==> src/rtl/sti_arbiter_if.sv <==
// ----------------------------------------------------------------------------
// sti_arbiter_if : simple transaction interface (STI) bundle
//
// One request/completion channel between an STI master and an STI slave.
//   init_txn  master->slave  single-cycle request pulse
//   wtxn      master->slave  write flag
//   addr      master->slave  address (AW bits)
//   wdata     master->slave  write data (DW bits)
//   rdata     slave->master  read data, valid while rdy=1
//   rdy       slave->master  single-cycle completion pulse
// ----------------------------------------------------------------------------
interface sti_arbiter_if #(
  parameter int AW = 16,
  parameter int DW = 16
);
  logic          init_txn;
  logic          wtxn;
  logic [AW-1:0] addr;
  logic [DW-1:0] wdata;
  logic [DW-1:0] rdata;
  logic          rdy;

  modport master (
    output init_txn, wtxn, addr, wdata,
    input  rdata, rdy
  );

  modport slave (
    input  init_txn, wtxn, addr, wdata,
    output rdata, rdy
  );
endinterface

==> src/rtl/sti_arbiter.sv <==
// ----------------------------------------------------------------------------
// sti_arbiter : two-master / one-slave STI arbiter
//
// Latches one single-cycle request per master, grants one master at a time,
// re-issues the granted request to the shared slave and routes the slave's
// completion (and read data) back to the granted master.
//
// Ports
//   clk     in   clock
//   arst_n  in   asynchronous active-low reset
//   m0      STI slave side facing master 0 (CPU / MAU mem port)
//   m1      STI slave side facing master 1 (DMA / video fetch)
//   slv     STI master side driving the shared memory slave
//   err     out  sticky error: request overrun or completion timeout
//
// Parameters
//   AW, DW  address / data width
//   TO_CYC  completion timeout in WAIT cycles (0 = wait forever)
//
// Build option
//   STI_ARB_RR_EN  defined   : round-robin on ties (last-grant register)
//                  undefined : fixed priority, master 0 wins ties
// ----------------------------------------------------------------------------
module sti_arbiter #(
  parameter int AW     = 16,
  parameter int DW     = 16,
  parameter int TO_CYC = 0
) (
  input  logic           clk,
  input  logic           arst_n,
  sti_arbiter_if.slave   m0,
  sti_arbiter_if.slave   m1,
  sti_arbiter_if.master  slv,
  output logic           err
);

  typedef enum logic [1:0] {
    IDLE  = 2'd0,
    ISSUE = 2'd1,
    WAIT  = 2'd2
  } state_t;

  localparam int             CW       = (TO_CYC > 1) ? $clog2(TO_CYC) : 1;
  localparam logic [CW-1:0]  TO_LAST  = CW'((TO_CYC > 0) ? (TO_CYC - 1) : 0);
  localparam logic [CW-1:0]  CNT_ONE  = CW'(1);

  state_t         state_r;
  logic [1:0]     pend_r;
  logic [1:0]     req_wtxn_r;
  logic [AW-1:0]  req_addr_r  [2];
  logic [DW-1:0]  req_wdata_r [2];
  logic           gnt_r;
  logic           err_r;
  logic [CW-1:0]  cnt_r;
  logic           slv_init_r;
  logic           slv_wtxn_r;
  logic [AW-1:0]  slv_addr_r;
  logic [DW-1:0]  slv_wdata_r;
`ifdef STI_ARB_RR_EN
  logic           last_r;
`endif

  logic [1:0]     init_s;
  logic           slv_done_s;
  logic           to_s;
  logic           done_s;
  logic [1:0]     done_vec_s;
  logic [1:0]     capture_s;
  logic [1:0]     overrun_s;
  logic           winner_s;
  logic [DW-1:0]  rsp_s;
  logic           m0_rdy_s;
  logic           m1_rdy_s;
  logic [DW-1:0]  m0_rdata_s;
  logic [DW-1:0]  m1_rdata_s;

  assign init_s = {m1.init_txn, m0.init_txn};

  // Completion detection: real slave completion or timeout, WAIT only.
  always_comb begin
    slv_done_s = 1'b0;
    to_s       = 1'b0;
    if (state_r == WAIT) begin
      slv_done_s = slv.rdy;
      if ((TO_CYC > 0) && !slv.rdy && (cnt_r == TO_LAST)) begin
        to_s = 1'b1;
      end else begin
        to_s = 1'b0;
      end
    end else begin
      slv_done_s = 1'b0;
    end
    done_s = slv_done_s | to_s;
  end

  // Per-master completion vector and request capture / overrun decode.
  // A completion returned in the same cycle as a new init frees the slot,
  // so the new request is captured instead of being treated as an overrun.
  always_comb begin
    done_vec_s = 2'b00;
    if (done_s) begin
      done_vec_s[gnt_r] = 1'b1;
    end else begin
      done_vec_s = 2'b00;
    end
    capture_s = init_s & (~pend_r | done_vec_s);
    overrun_s = init_s & pend_r & ~done_vec_s;
  end

  // Winner selection among pending requests.
  always_comb begin
    winner_s = 1'b0;
    if (pend_r == 2'b11) begin
`ifdef STI_ARB_RR_EN
      winner_s = ~last_r;
`else
      winner_s = 1'b0;
`endif
    end else if (pend_r[0]) begin
      winner_s = 1'b0;
    end else begin
      winner_s = 1'b1;
    end
  end

  // Completion routing: only the granted master sees rdy/rdata.
  always_comb begin
    rsp_s      = {DW{1'b0}};
    m0_rdy_s   = 1'b0;
    m1_rdy_s   = 1'b0;
    m0_rdata_s = {DW{1'b0}};
    m1_rdata_s = {DW{1'b0}};
    if (slv_done_s) begin
      rsp_s = slv.rdata;
    end else if (to_s) begin
      rsp_s = {DW{1'b1}};
    end else begin
      rsp_s = {DW{1'b0}};
    end
    if (done_s) begin
      if (gnt_r == 1'b0) begin
        m0_rdy_s   = 1'b1;
        m0_rdata_s = rsp_s;
      end else begin
        m1_rdy_s   = 1'b1;
        m1_rdata_s = rsp_s;
      end
    end else begin
      m0_rdy_s = 1'b0;
      m1_rdy_s = 1'b0;
    end
  end

  assign m0.rdy      = m0_rdy_s;
  assign m0.rdata    = m0_rdata_s;
  assign m1.rdy      = m1_rdy_s;
  assign m1.rdata    = m1_rdata_s;
  assign slv.init_txn = slv_init_r;
  assign slv.wtxn     = slv_wtxn_r;
  assign slv.addr     = slv_addr_r;
  assign slv.wdata    = slv_wdata_r;
  assign err          = err_r;

  // Request slots, sticky error and the IDLE/ISSUE/WAIT sequencer.
  always_ff @(posedge clk or negedge arst_n) begin
    if (!arst_n) begin
      state_r        <= IDLE;
      pend_r         <= 2'b00;
      req_wtxn_r     <= 2'b00;
      req_addr_r[0]  <= {AW{1'b0}};
      req_addr_r[1]  <= {AW{1'b0}};
      req_wdata_r[0] <= {DW{1'b0}};
      req_wdata_r[1] <= {DW{1'b0}};
      gnt_r          <= 1'b0;
      err_r          <= 1'b0;
      cnt_r          <= {CW{1'b0}};
      slv_init_r     <= 1'b0;
      slv_wtxn_r     <= 1'b0;
      slv_addr_r     <= {AW{1'b0}};
      slv_wdata_r    <= {DW{1'b0}};
`ifdef STI_ARB_RR_EN
      last_r         <= 1'b1;
`endif
    end else begin
      // Set wins over clear so a coincident new request is kept.
      pend_r <= (pend_r & ~done_vec_s) | capture_s;

      if (capture_s[0]) begin
        req_wtxn_r[0]  <= m0.wtxn;
        req_addr_r[0]  <= m0.addr;
        req_wdata_r[0] <= m0.wdata;
      end
      if (capture_s[1]) begin
        req_wtxn_r[1]  <= m1.wtxn;
        req_addr_r[1]  <= m1.addr;
        req_wdata_r[1] <= m1.wdata;
      end

      if ((|overrun_s) || to_s) begin
        err_r <= 1'b1;
      end

      case (state_r)
        IDLE: begin
          cnt_r <= {CW{1'b0}};
          if (|pend_r) begin
            gnt_r       <= winner_s;
            slv_init_r  <= 1'b1;
            slv_wtxn_r  <= req_wtxn_r[winner_s];
            slv_addr_r  <= req_addr_r[winner_s];
            slv_wdata_r <= req_wdata_r[winner_s];
`ifdef STI_ARB_RR_EN
            last_r      <= winner_s;
`endif
            state_r     <= ISSUE;
          end else begin
            slv_init_r  <= 1'b0;
            state_r     <= IDLE;
          end
        end
        ISSUE: begin
          slv_init_r <= 1'b0;
          cnt_r      <= {CW{1'b0}};
          state_r    <= WAIT;
        end
        WAIT: begin
          slv_init_r <= 1'b0;
          if (done_s) begin
            cnt_r   <= {CW{1'b0}};
            state_r <= IDLE;
          end else begin
            cnt_r   <= cnt_r + CNT_ONE;
            state_r <= WAIT;
          end
        end
        default: begin
          slv_init_r <= 1'b0;
          cnt_r      <= {CW{1'b0}};
          state_r    <= IDLE;
        end
      endcase
    end
  end

endmodule

==> src/flat_wrapper.sv <==
// flat-port wrapper written by rule: the top's interface ports become plain ports
module sti_arbiter_flat 
#(
  parameter int AW     = 16,
  parameter int DW     = 16,
  parameter int TO_CYC = 0
)
  (clk, arst_n, err, m0_init_txn, m0_wtxn, m0_addr, m0_wdata, m0_rdata, m0_rdy, m1_init_txn, m1_wtxn, m1_addr, m1_wdata, m1_rdata, m1_rdy, slv_init_txn, slv_wtxn, slv_addr, slv_wdata, slv_rdata, slv_rdy);
  sti_arbiter_if #(.AW(AW), .DW(DW)) m0_i ();
  sti_arbiter_if #(.AW(AW), .DW(DW)) m1_i ();
  sti_arbiter_if #(.AW(AW), .DW(DW)) slv_i ();
  input  logic clk;
  input  logic arst_n;
  output logic err;
  input wire logic [$bits(m0_i.init_txn)-1:0] m0_init_txn;
  input wire logic [$bits(m0_i.wtxn)-1:0] m0_wtxn;
  input wire logic [$bits(m0_i.addr)-1:0] m0_addr;
  input wire logic [$bits(m0_i.wdata)-1:0] m0_wdata;
  output wire logic [$bits(m0_i.rdata)-1:0] m0_rdata;
  output wire logic [$bits(m0_i.rdy)-1:0] m0_rdy;
  input wire logic [$bits(m1_i.init_txn)-1:0] m1_init_txn;
  input wire logic [$bits(m1_i.wtxn)-1:0] m1_wtxn;
  input wire logic [$bits(m1_i.addr)-1:0] m1_addr;
  input wire logic [$bits(m1_i.wdata)-1:0] m1_wdata;
  output wire logic [$bits(m1_i.rdata)-1:0] m1_rdata;
  output wire logic [$bits(m1_i.rdy)-1:0] m1_rdy;
  output wire logic [$bits(slv_i.init_txn)-1:0] slv_init_txn;
  output wire logic [$bits(slv_i.wtxn)-1:0] slv_wtxn;
  output wire logic [$bits(slv_i.addr)-1:0] slv_addr;
  output wire logic [$bits(slv_i.wdata)-1:0] slv_wdata;
  input wire logic [$bits(slv_i.rdata)-1:0] slv_rdata;
  input wire logic [$bits(slv_i.rdy)-1:0] slv_rdy;
  assign m0_i.init_txn = m0_init_txn;
  assign m0_i.wtxn = m0_wtxn;
  assign m0_i.addr = m0_addr;
  assign m0_i.wdata = m0_wdata;
  assign m0_rdata = m0_i.rdata;
  assign m0_rdy = m0_i.rdy;
  assign m1_i.init_txn = m1_init_txn;
  assign m1_i.wtxn = m1_wtxn;
  assign m1_i.addr = m1_addr;
  assign m1_i.wdata = m1_wdata;
  assign m1_rdata = m1_i.rdata;
  assign m1_rdy = m1_i.rdy;
  assign slv_init_txn = slv_i.init_txn;
  assign slv_wtxn = slv_i.wtxn;
  assign slv_addr = slv_i.addr;
  assign slv_wdata = slv_i.wdata;
  assign slv_i.rdata = slv_rdata;
  assign slv_i.rdy = slv_rdy;
  sti_arbiter #(.AW(AW), .DW(DW), .TO_CYC(TO_CYC)) u_core (.clk(clk), .arst_n(arst_n), .m0(m0_i), .m1(m1_i), .slv(slv_i), .err(err));
endmodule
==> config.mk <==
export PLATFORM = sky130hd
export DESIGN_NAME = sti_arbiter_flat
export DESIGN_NICKNAME = d
export VERILOG_FILES = /design/src/rtl/sti_arbiter_if.sv /design/src/rtl/sti_arbiter.sv /design/src/flat_wrapper.sv
export SDC_FILE = /design/constraint.sdc
export NUM_CORES = 1
export LEC_CHECK = 0
export CAP_MARGIN = 20
export CORE_MARGIN = 5
export CORE_UTILIZATION = 50
export DETAILED_ROUTE_END_ITERATION = 7
export GPL_TIMING_DRIVEN = 1
export HOLD_SLACK_MARGIN = 0.02
export PLACE_DENSITY_LB_ADDON = 0.08
export SLEW_MARGIN = 20
export SYNTH_ARGS = -nofsm -noshare
export SYNTH_HDL_FRONTEND = slang
export SYNTH_SLANG_ARGS = --single-unit
==> constraint.sdc <==
create_clock -name clk -period 3.87 [get_ports clk]
set_clock_uncertainty 0.05 [all_clocks]
set_input_delay 0.387 -clock clk [delete_from_list [all_inputs] [get_ports clk]]
set_output_delay 0.387 -clock clk [all_outputs]
set_load 0.01 [all_outputs]
==> results.txt, run 1 <==
- The run finished with clean final reports.
- Number of placement rows: 35
- For this design the static power due to leakage is between 2 and 3 nW.
* Net Switching: about 0.0013 W
- The Yosys step of the flow raised 0 warnings.
* Worst flop-to-flop path startpoint: u_core.pend_r[0]
- The worst register-to-register path ends at u_core.slv.wdata[3].
* Synthesized flop and latch total: about 110
* Number of global-route vias before repair: between 3000 and 4000
* Startpoint Class: input port
- Walking the worst path, the cells encountered are clkdlybuf4s50_1 > nand4b_1 > inv_1 > and2_1 > clkdlybuf4s50_1.
* Final RePlAce weighted congestion: 0.741
* Library cell occupying the most area in the post-synthesis netlist: sky130_fd_sc_hd__dfrtp_1
- Ratio of final minimum period to clock period: 0.686
* Critical Path End Type: output port
- DRT iter0 DRCs: ~90
- Initial antenna violation count: 0
- Across the run, the number of max-cap violations was 0.
- The routed design uses 820 µm of met3 wire.
* Via Count: 2975
- At the pin with the least slew margin, the transition time is 0.957 ns.
- Chip height: 107 µm
* Number of top-level design ports: around 160
- Cell area power density: 708 mW/mm²
* Hpwl dp: approximately 7600 µm
- After floorplanning, the core was sized to cover around 0.0092 mm².
* Sequential share of the synthesized area: 0.561
- The largest single stage delay on the critical path is between 0.5 and 0.6 ns.
- After clock tree synthesis, the setup repair step added 0 buffers.
* RSZ-0062 raised after global routing: no
* N_diodes: 0
- Endpoints failing hold: 0
- All-Layer GR Usage: 0.191
- For this configuration, the core starts out at a cell density of 0.511.
- Port buffering added around 160 buffers.
- The worst hold path belongs to the class in2async.
- After clock tree synthesis, the clock-pin slew on the worst setup and hold paths is 0.09 ns.
- Area growth syn-to-layout: 38.4%
- Of the total power, the share spent switching nets is 0.280.
* Required time reported for the critical path endpoint: 3.43 ns
- In this run the clock root is driven by a sky130_fd_sc_hd__clkbuf_8.
* CP Max Fanout: 17
- Cell internal power was estimated by the tool at 0.00333 W.
* Nets: 546
* Sum of routed wire length over all layers: between 10000 and 15000 µm
* Synthesized netlist net count: 395
* Biggest area contributors in the synthesized netlist: sky130_fd_sc_hd__dfrtp_1 (56%), sky130_fd_sc_hd__mux2_2 (24%), sky130_fd_sc_hd__mux2_4 (9.5%)
* Largest net degree at the start of global routing: 82
- Number of detailed-route iterations in the first pass: 4
- In this run, placement finished with an instance count of 577.
* Cell Count, Final, Fillers Out: 592
* VDD IR-drop max: 0.383 mV
- The share of synthesized area in the top cell type comes to 0.561.
- Fin Setup TNS: 0 ns
* Data arrival time of the critical path: 2.22 ns
- In the detailed route, the total length drawn on met2 is 5190 µm.
* Finish-stage setup viols: 0
- Number of resized instances in the post-cts repair step: 0
* Highest clock frequency the design can meet: 377 MHz
- Averaged over all synthesized cells, the footprint is 15.3 µm².
- Uppermost signal routing layer after detailed routing: met4
- Measured against its own limit, the worst slew margin works out to 0.362.
- Dividing the detail-routed via count by the number of cells gives 5.03.
- The clock passes through at most 2 buffers.
- Gate count after technology mapping: 308
- Crit Path Class: in2out
- In this run the number of H-tree levels came out at 3.
- In the final routed layout, each cell accounts on average for 18.2 µm.
- TritonCTS built the clock tree.
* Number of buffers created by CTS: 9
- Number of slew-limit violations in the final report: 0
- Met1 layer wirelength in the final routing: between 4000 and 5000 µm
- After global routing the overflow that remains totals 0.
- Depth of the worst register-to-register path: 2
- Die span in x: 107 µm
- The die covers 0.0115 mm².
* Post-synth top cells: sky130_fd_sc_hd__dfrtp_1 (106), sky130_fd_sc_hd__mux2_2 (102), sky130_fd_sc_hd__and2_1 (32), sky130_fd_sc_hd__mux2_4 (30), sky130_fd_sc_hd__buf_2 (5)
- DRC violation count after routing: 0
- Clock period minus worst slack: 2.65 ns
- Main flop type after synthesis: sky130_fd_sc_hd__dfrtp_1
* Most repeated cell in the gate-level netlist after synthesis: sky130_fd_sc_hd__dfrtp_1
- On the critical path, the stage with the largest delay is an instance of sky130_fd_sc_hd__clkdlybuf4s50_1.
- Hold repair after CTS inserted 0 buffers.
* Core Util, Final: 0.708
* Fraction of layout cells with a size suffix above 1: 0.333
* Combinational Power Share: 0.415
- In this run, synthesis inferred 0 flip-flops with an integrated enable.
* Slack of the worst reg-to-reg path: 1.37 ns
- After synthesis the cells add up to approximately 0.0047 mm².
- The later pin in the worst-skew pair is clocked with a latency of 0.35 ns.
- The first global-routing pass estimated about 17000 µm of wire.
* Sequential power share: 0.427
- CTS saw approximately 110 sinks.
- The share of total power dissipated in the clock network is 0.159.
* Fraction of synthesis flops using an asynchronous set or reset pin: 1.00
- Most numerous cell on the critical path: sky130_fd_sc_hd__clkdlybuf4s50_1
- Once detail routing completed, the nets flagged for antenna violations numbered 0.
* Unique cell type count in the Yosys netlist: 23
==> critical path, delay by kind of cell <==
kind,cells,cell delay [ns]
buf+inv,3,1.40
simple gates,2,0.43
==> registers in the layout, summed over array words and instances (netlist names) <==
register,count
u_core.pend_r,2
u_core.state_r,2
u_core.slv.wdata,16
u_core.req_wdata_r,32
u_core.req_wtxn_r,2
u_core.slv.addr,16
u_core.gnt_r,1
u_core.slv.wtxn,1
u_core.req_addr_r,32
u_core.slv.init_txn,1
u_core.err,1
==> area by class of cell <==
type                    instances  area [µm²]
clock buffers                  11         141
inverters                       4        15.0
well taps                     129         161
multi-input cells             180        1920
repair buffers                158        1580
flip-flops and latches        106        2650
clock inverters                 4        76.3
fillers                       672        2700
==> cells in the final DEF (no fill, tap or decap), types with 2 or more instances in the layout <==
cell / n
sky130_fd_sc_hd__a21oi_1: 2
sky130_fd_sc_hd__and2_1: 32
sky130_fd_sc_hd__buf_4: 3
sky130_fd_sc_hd__bufinv_16: 2
sky130_fd_sc_hd__clkbuf_8: 10
sky130_fd_sc_hd__clkdlybuf4s50_1: 154
sky130_fd_sc_hd__dfrtp_1: 105
sky130_fd_sc_hd__inv_1: 4
sky130_fd_sc_hd__mux2_2: 102
sky130_fd_sc_hd__mux2_4: 30
sky130_fd_sc_hd__o21a_2: 2
sky130_fd_sc_hd__o21ai_0: 2
==> worst max path at each step <==
stage	start	endpoint
floorplan	u_core.state_r[0]	m1_rdata[10]
global placement	slv_rdy	u_core.req_wtxn_r[0]
detailed placement	slv_rdy	u_core.req_wdata_r[31]
CTS	slv_rdy	m1_rdata[0]
global route	slv_rdy	m1_rdata[2]
finish	slv_rdy	m1_rdata[0]
==> cell families (layout without fill, tap and decap cells) <==
family,Yosys count,count (layout),share of synthesized area
compound gates,10,10,0.0143
buf+inv,22,177,0.0347
flops,106,106,0.561
mux,132,132,0.338
simple gates,38,38,0.0514
==> metal layers <==
layer,vias to the layer above,track usage
met4,0,0.0502
met1,1487,0.244
met2,114,0.318
met3,11,0.0566
met5,-,0
li1,1363,-
==> power by group through the flow <==
| stage | sequential [W] | combinational, W | clock, W |
|---|---|---|---|
| after floorplan | 0.00197 | 0.00122 | 0 |
| after global placement | 0.00197 | 0.00189 | 0 |
| after detailed placement | 0.00200 | 0.00194 | 0 |
| after CTS | 0.00198 | 0.00195 | 0.000757 |
| after global routing | 0.00205 | 0.00207 | 0.000813 |
| final | 0.00198 | 0.00192 | 0.000737 |
==> per-stage QoR <==
| stage | cell area, µm² | hold WS [ns] | setup slack, ns | total power (W) |
|---|---|---|---|---|
| floorplan | 4730 | 0.0414 | 2.17 | 0.00319 |
| global placement | 6320 | 0.436 | 1.23 | 0.00386 |
| detailed placement | 6320 | 0.437 | 1.17 | 0.00394 |
| CTS | 6540 | 0.166 | 1.20 | 0.00469 |
| global route | 6540 | 0.0250 | 1.10 | 0.00493 |
| finish | 6540 | 0.00253 | 1.22 | 0.00463 |
Note: power is estimated with default switching activity, not from simulation.
==> run 2, diff against run 1 <==
Settings changed: CORE_UTILIZATION 50 to 42.
Clock period 3.87 ns to 2.3 ns, I/O delays scaled along.
==> run 2 against run 1 <==
- largest power group is now combinational cells
- sequential share of layout area fell by 1.5 points
- worst hold slack improved by 0.33 ns
- register-to-register slack got worse by 0.90 ns
- first-iteration DRC count down 25%
==> results.txt, run 2 (synthesized netlist as in run 1, its figures left out) <==
- The ratio of cells with drive above 1 in the final layout was 0.352 (was 0.333).
- Via density per instance: 4.90 (was 5.03)
* DRC violation count after routing: 0 (unchanged)
- Clock Tree Buf Depth: 2 (unchanged)
- The reg-to-reg startpoint is u_core.state_r[0] (was u_core.pend_r[0]).
* Ratio of final minimum period to clock period: 0.947
- The estimated wirelength of the detail-placed design came to 7870 µm (was 7590 µm).
- The cell area after layout was 0.00680 mm² (was 0.00654 mm²).
- The cell at the root of the clock tree was sky130_fd_sc_hd__clkbuf_16 (was sky130_fd_sc_hd__clkbuf_8).
- The wire length of the first global-routing pass was 17300 µm (was 16900 µm).
- The layout filler cell count was 849 (was 672).
* Via Count: 3023 (was 2975)
- The diode insertion count for antenna repair is 0 (unchanged).
* Chip height: 116 µm (was 107 µm)
- Number of global-route vias before repair: 3288 (was 3207)
- Max H-tree Level: 3 (unchanged)
- Clock transition at the registers of the reported paths: 0.07 ns (was 0.09 ns)
* Start point of the critical path: u_core.state_r[0] (was slv_rdy)
- The cell type of the slowest stage on the worst timing path was sky130_fd_sc_hd__clkdlybuf4s50_1 (unchanged).
- Type of the worst min-delay path: in2async (unchanged)
* Endpoints failing hold: 0 (unchanged)
* Largest registers: u_core.req_addr_r (32), u_core.req_wdata_r (32) (unchanged)
- Nets: 559 (was 546)
* Number of buffers created by CTS: 9 (unchanged)
- The total number of cells along the worst setup path is 4 (was 5).
* Clock period minus worst slack: 2.18 ns
- Cells along the critical path: and4bb_1 > buf_12 > and2_1 > clkdlybuf4s50_1 (was clkdlybuf4s50_1 > nand4b_1 > inv_1 > and2_1 > clkdlybuf4s50_1).
- RSZ-0062 raised after global routing: no (unchanged)
- Slack of the worst reg-to-reg path: 0.47 ns (was 1.37 ns)
* Number of slew-limit violations in the final report: 0 (unchanged)
- The static leakage power is 2.87 nW (was 2.78 nW).
- Sum of routed wire length over all layers: 11000 µm (was 10800 µm)
- The count of buffering cells on the critical path with inverters included came to 2 (was 3).
- Most frequent cells in the layout: sky130_fd_sc_hd__clkdlybuf4s50_1 (154), sky130_fd_sc_hd__dfrtp_1 (105), sky130_fd_sc_hd__mux2_2 (102), sky130_fd_sc_hd__and2_1 (32), sky130_fd_sc_hd__mux2_4 (30) (unchanged).
* Data arrival time of the critical path: 1.90 ns (was 2.22 ns)
- Critical Path End Type: output port (unchanged)
* Worst slew pin tran: 0.493 ns (was 0.957 ns)
- The final count of negative-setup-slack endpoints is 0 (unchanged).
- The category of the most critical setup path was reg2out (was in2out).
- Clock insertion delay at the later pin of the skew report: 0.34 ns (was 0.35 ns)
* Placed inst area: 0.00648 mm² (was 0.00632 mm²)
- Timing would allow up to 459 MHz.
- Number of antenna-violating nets in the routed design: 0 (unchanged)
* DRT iter0 DRCs: 69 (was 92)
- The floorplan row count was 38 (was 35).
* Number of detailed-route iterations in the first pass: 4 (unchanged)
- The clock tree from TritonCTS is built (unchanged).
- The worst slew margin relative to its limit was 0.671 (was 0.362).
- The number of port buffers was 155 (unchanged).
- The largest net degree at the start of global routing is 52 (was 82).
- The standard cell core area is 0.0109 mm² (was 0.00924 mm²).
* VDD IR-drop max: 0.604 mV (was 0.383 mV)
- The initial core utilization was 0.432 (was 0.511).
- CP Max Fanout: 17 (unchanged)
- The number of placed I/O pins was 156 (unchanged).
- The all-layer global routing usage came to 0.166 (was 0.191).
- Max-cap viol count: 0 (unchanged)
- Highest cell delay on the worst timing path: 0.53 ns (was 0.55 ns)
- The initial antenna violation count came to 0 (unchanged).
- Residual overflow from global routing: 0 (unchanged)
- Final RePlAce weighted congestion: 0.767 (was 0.741)
* Fin Setup TNS: 0 ns (unchanged)
- Depth of the worst register-to-register path: 6 (was 2)
* Outcome: finished clean (unchanged)
- The commonest non-fill, non-tap cell in the layout is sky130_fd_sc_hd__clkdlybuf4s50_1 (unchanged).
- The power density over the cells came to 1200 mW/mm² (was 708 mW/mm²).
- The critical path startpoint category was a register (was input port).
* Area of the die: 0.0135 mm² (was 0.0115 mm²)
- The width of the chip came to 116 µm (was 107 µm).
- The mean routed wirelength per cell came to 17.8 µm (was 18.2 µm).
* Crit path capture: m0_rdata[0] (was m1_rdata[0])
- The synthesis-to-finish area growth came to 43.9% (was 38.4%).
- The worst endpoint required time came to 2.02 ns (was 3.43 ns).
* Delay-heaviest family, CP: buffers and inverters (unchanged)
* Crit Reg-Reg Endpoint: u_core.req_addr_r[10] (was u_core.slv.wdata[3])
- Clock Sink Count: 106 (unchanged)
[run 2: cell types whose count changed in the layout (fill, tap and decap cells not counted), sizes merged]
cell / delta
inv: +2
bufinv: -2
buf: +10
clkinvlp: +3
dlygate4sd3: +1
[run 2: worst reg2reg max path, stage by stage, from the launching register on]
cell	delay (ns)
sky130_fd_sc_hd__dfrtp_1	0.40
sky130_fd_sc_hd__nand4b_1	0.17
sky130_fd_sc_hd__buf_4	0.17
sky130_fd_sc_hd__buf_4	0.16
sky130_fd_sc_hd__a21boi_4	0.22
sky130_fd_sc_hd__buf_12	0.20
sky130_fd_sc_hd__mux2_2	0.35
[run 2: repair_timing]
| item | CTS | global route |
|---|---|---|
| buffers inserted | 0 | 1 |
| resized for setup | 0 | 2 |
| hold endpoints to repair | 33 | 0 |
| endpoints found under the setup margin | 0 | 17 |
| hold buffers | 1 | 0 |
[run 2: metrics by stage]
stage          utilization  cells  hold WS [ns]  total power (W)  worst slack [ns]
5_1_grt              0.622    617         0.383          0.00866            0.0334
3_5_place_dp         0.592    597         0.170          0.00673            0.0992
4_1_cts              0.620    614         0.343          0.00824            0.0126
3_3_place_gp         0.592    597         0.164          0.00663             0.137
2_1_floorplan            -    308        -0.116          0.00537             0.656
6_report             0.622    617         0.335          0.00813             0.122
[run 2: power by group]
group	total, W	switching [W]	internal, W
clock	0.00147	0.000685	0.000782
sequential	0.00327	0.000470	0.00280
combinational	0.00339	0.00113	0.00226
[run 2: area by class of cell]
| class | count | area, µm² | area share |
|---|---|---|---|
| Timing Repair inverter | 2 | 12.5 | 0.00184 |
| Sequential cell | 106 | 2650 | 0.390 |
| Multi-Input combinational cell | 180 | 1920 | 0.282 |
| Tap cell | 140 | 175 | 0.0258 |
| Timing Repair Buffer | 169 | 1730 | 0.255 |
| Clock buffer | 11 | 243 | 0.0357 |
| Inverter | 4 | 18.8 | 0.00276 |
| Clock inverter | 5 | 45.0 | 0.00662 |
[run 2: layer usage]
| metal | vias up | global-route usage | share of wire |
|---|---|---|---|
| met4 | 0 | 0.0418 | 0.010 |
| met5 | - | 0 | 0 |
| met1 | 1493 | 0.225 | 0.45 |
| li1 | 1401 | - | - |
| met2 | 118 | 0.267 | 0.45 |
| met3 | 11 | 0.0449 | 0.083 |
[run 2: worst min-delay path by stage]
stage                                       end  depth (start not counted)
after global routing      u_core.req_addr_r[30]                          2
after global placement    u_core.req_addr_r[30]                          1
after floorplan                      u_core.err                          0
after detailed placement  u_core.req_addr_r[30]                          1
final                     u_core.req_addr_r[14]                          2
after CTS                 u_core.req_addr_r[30]                          2
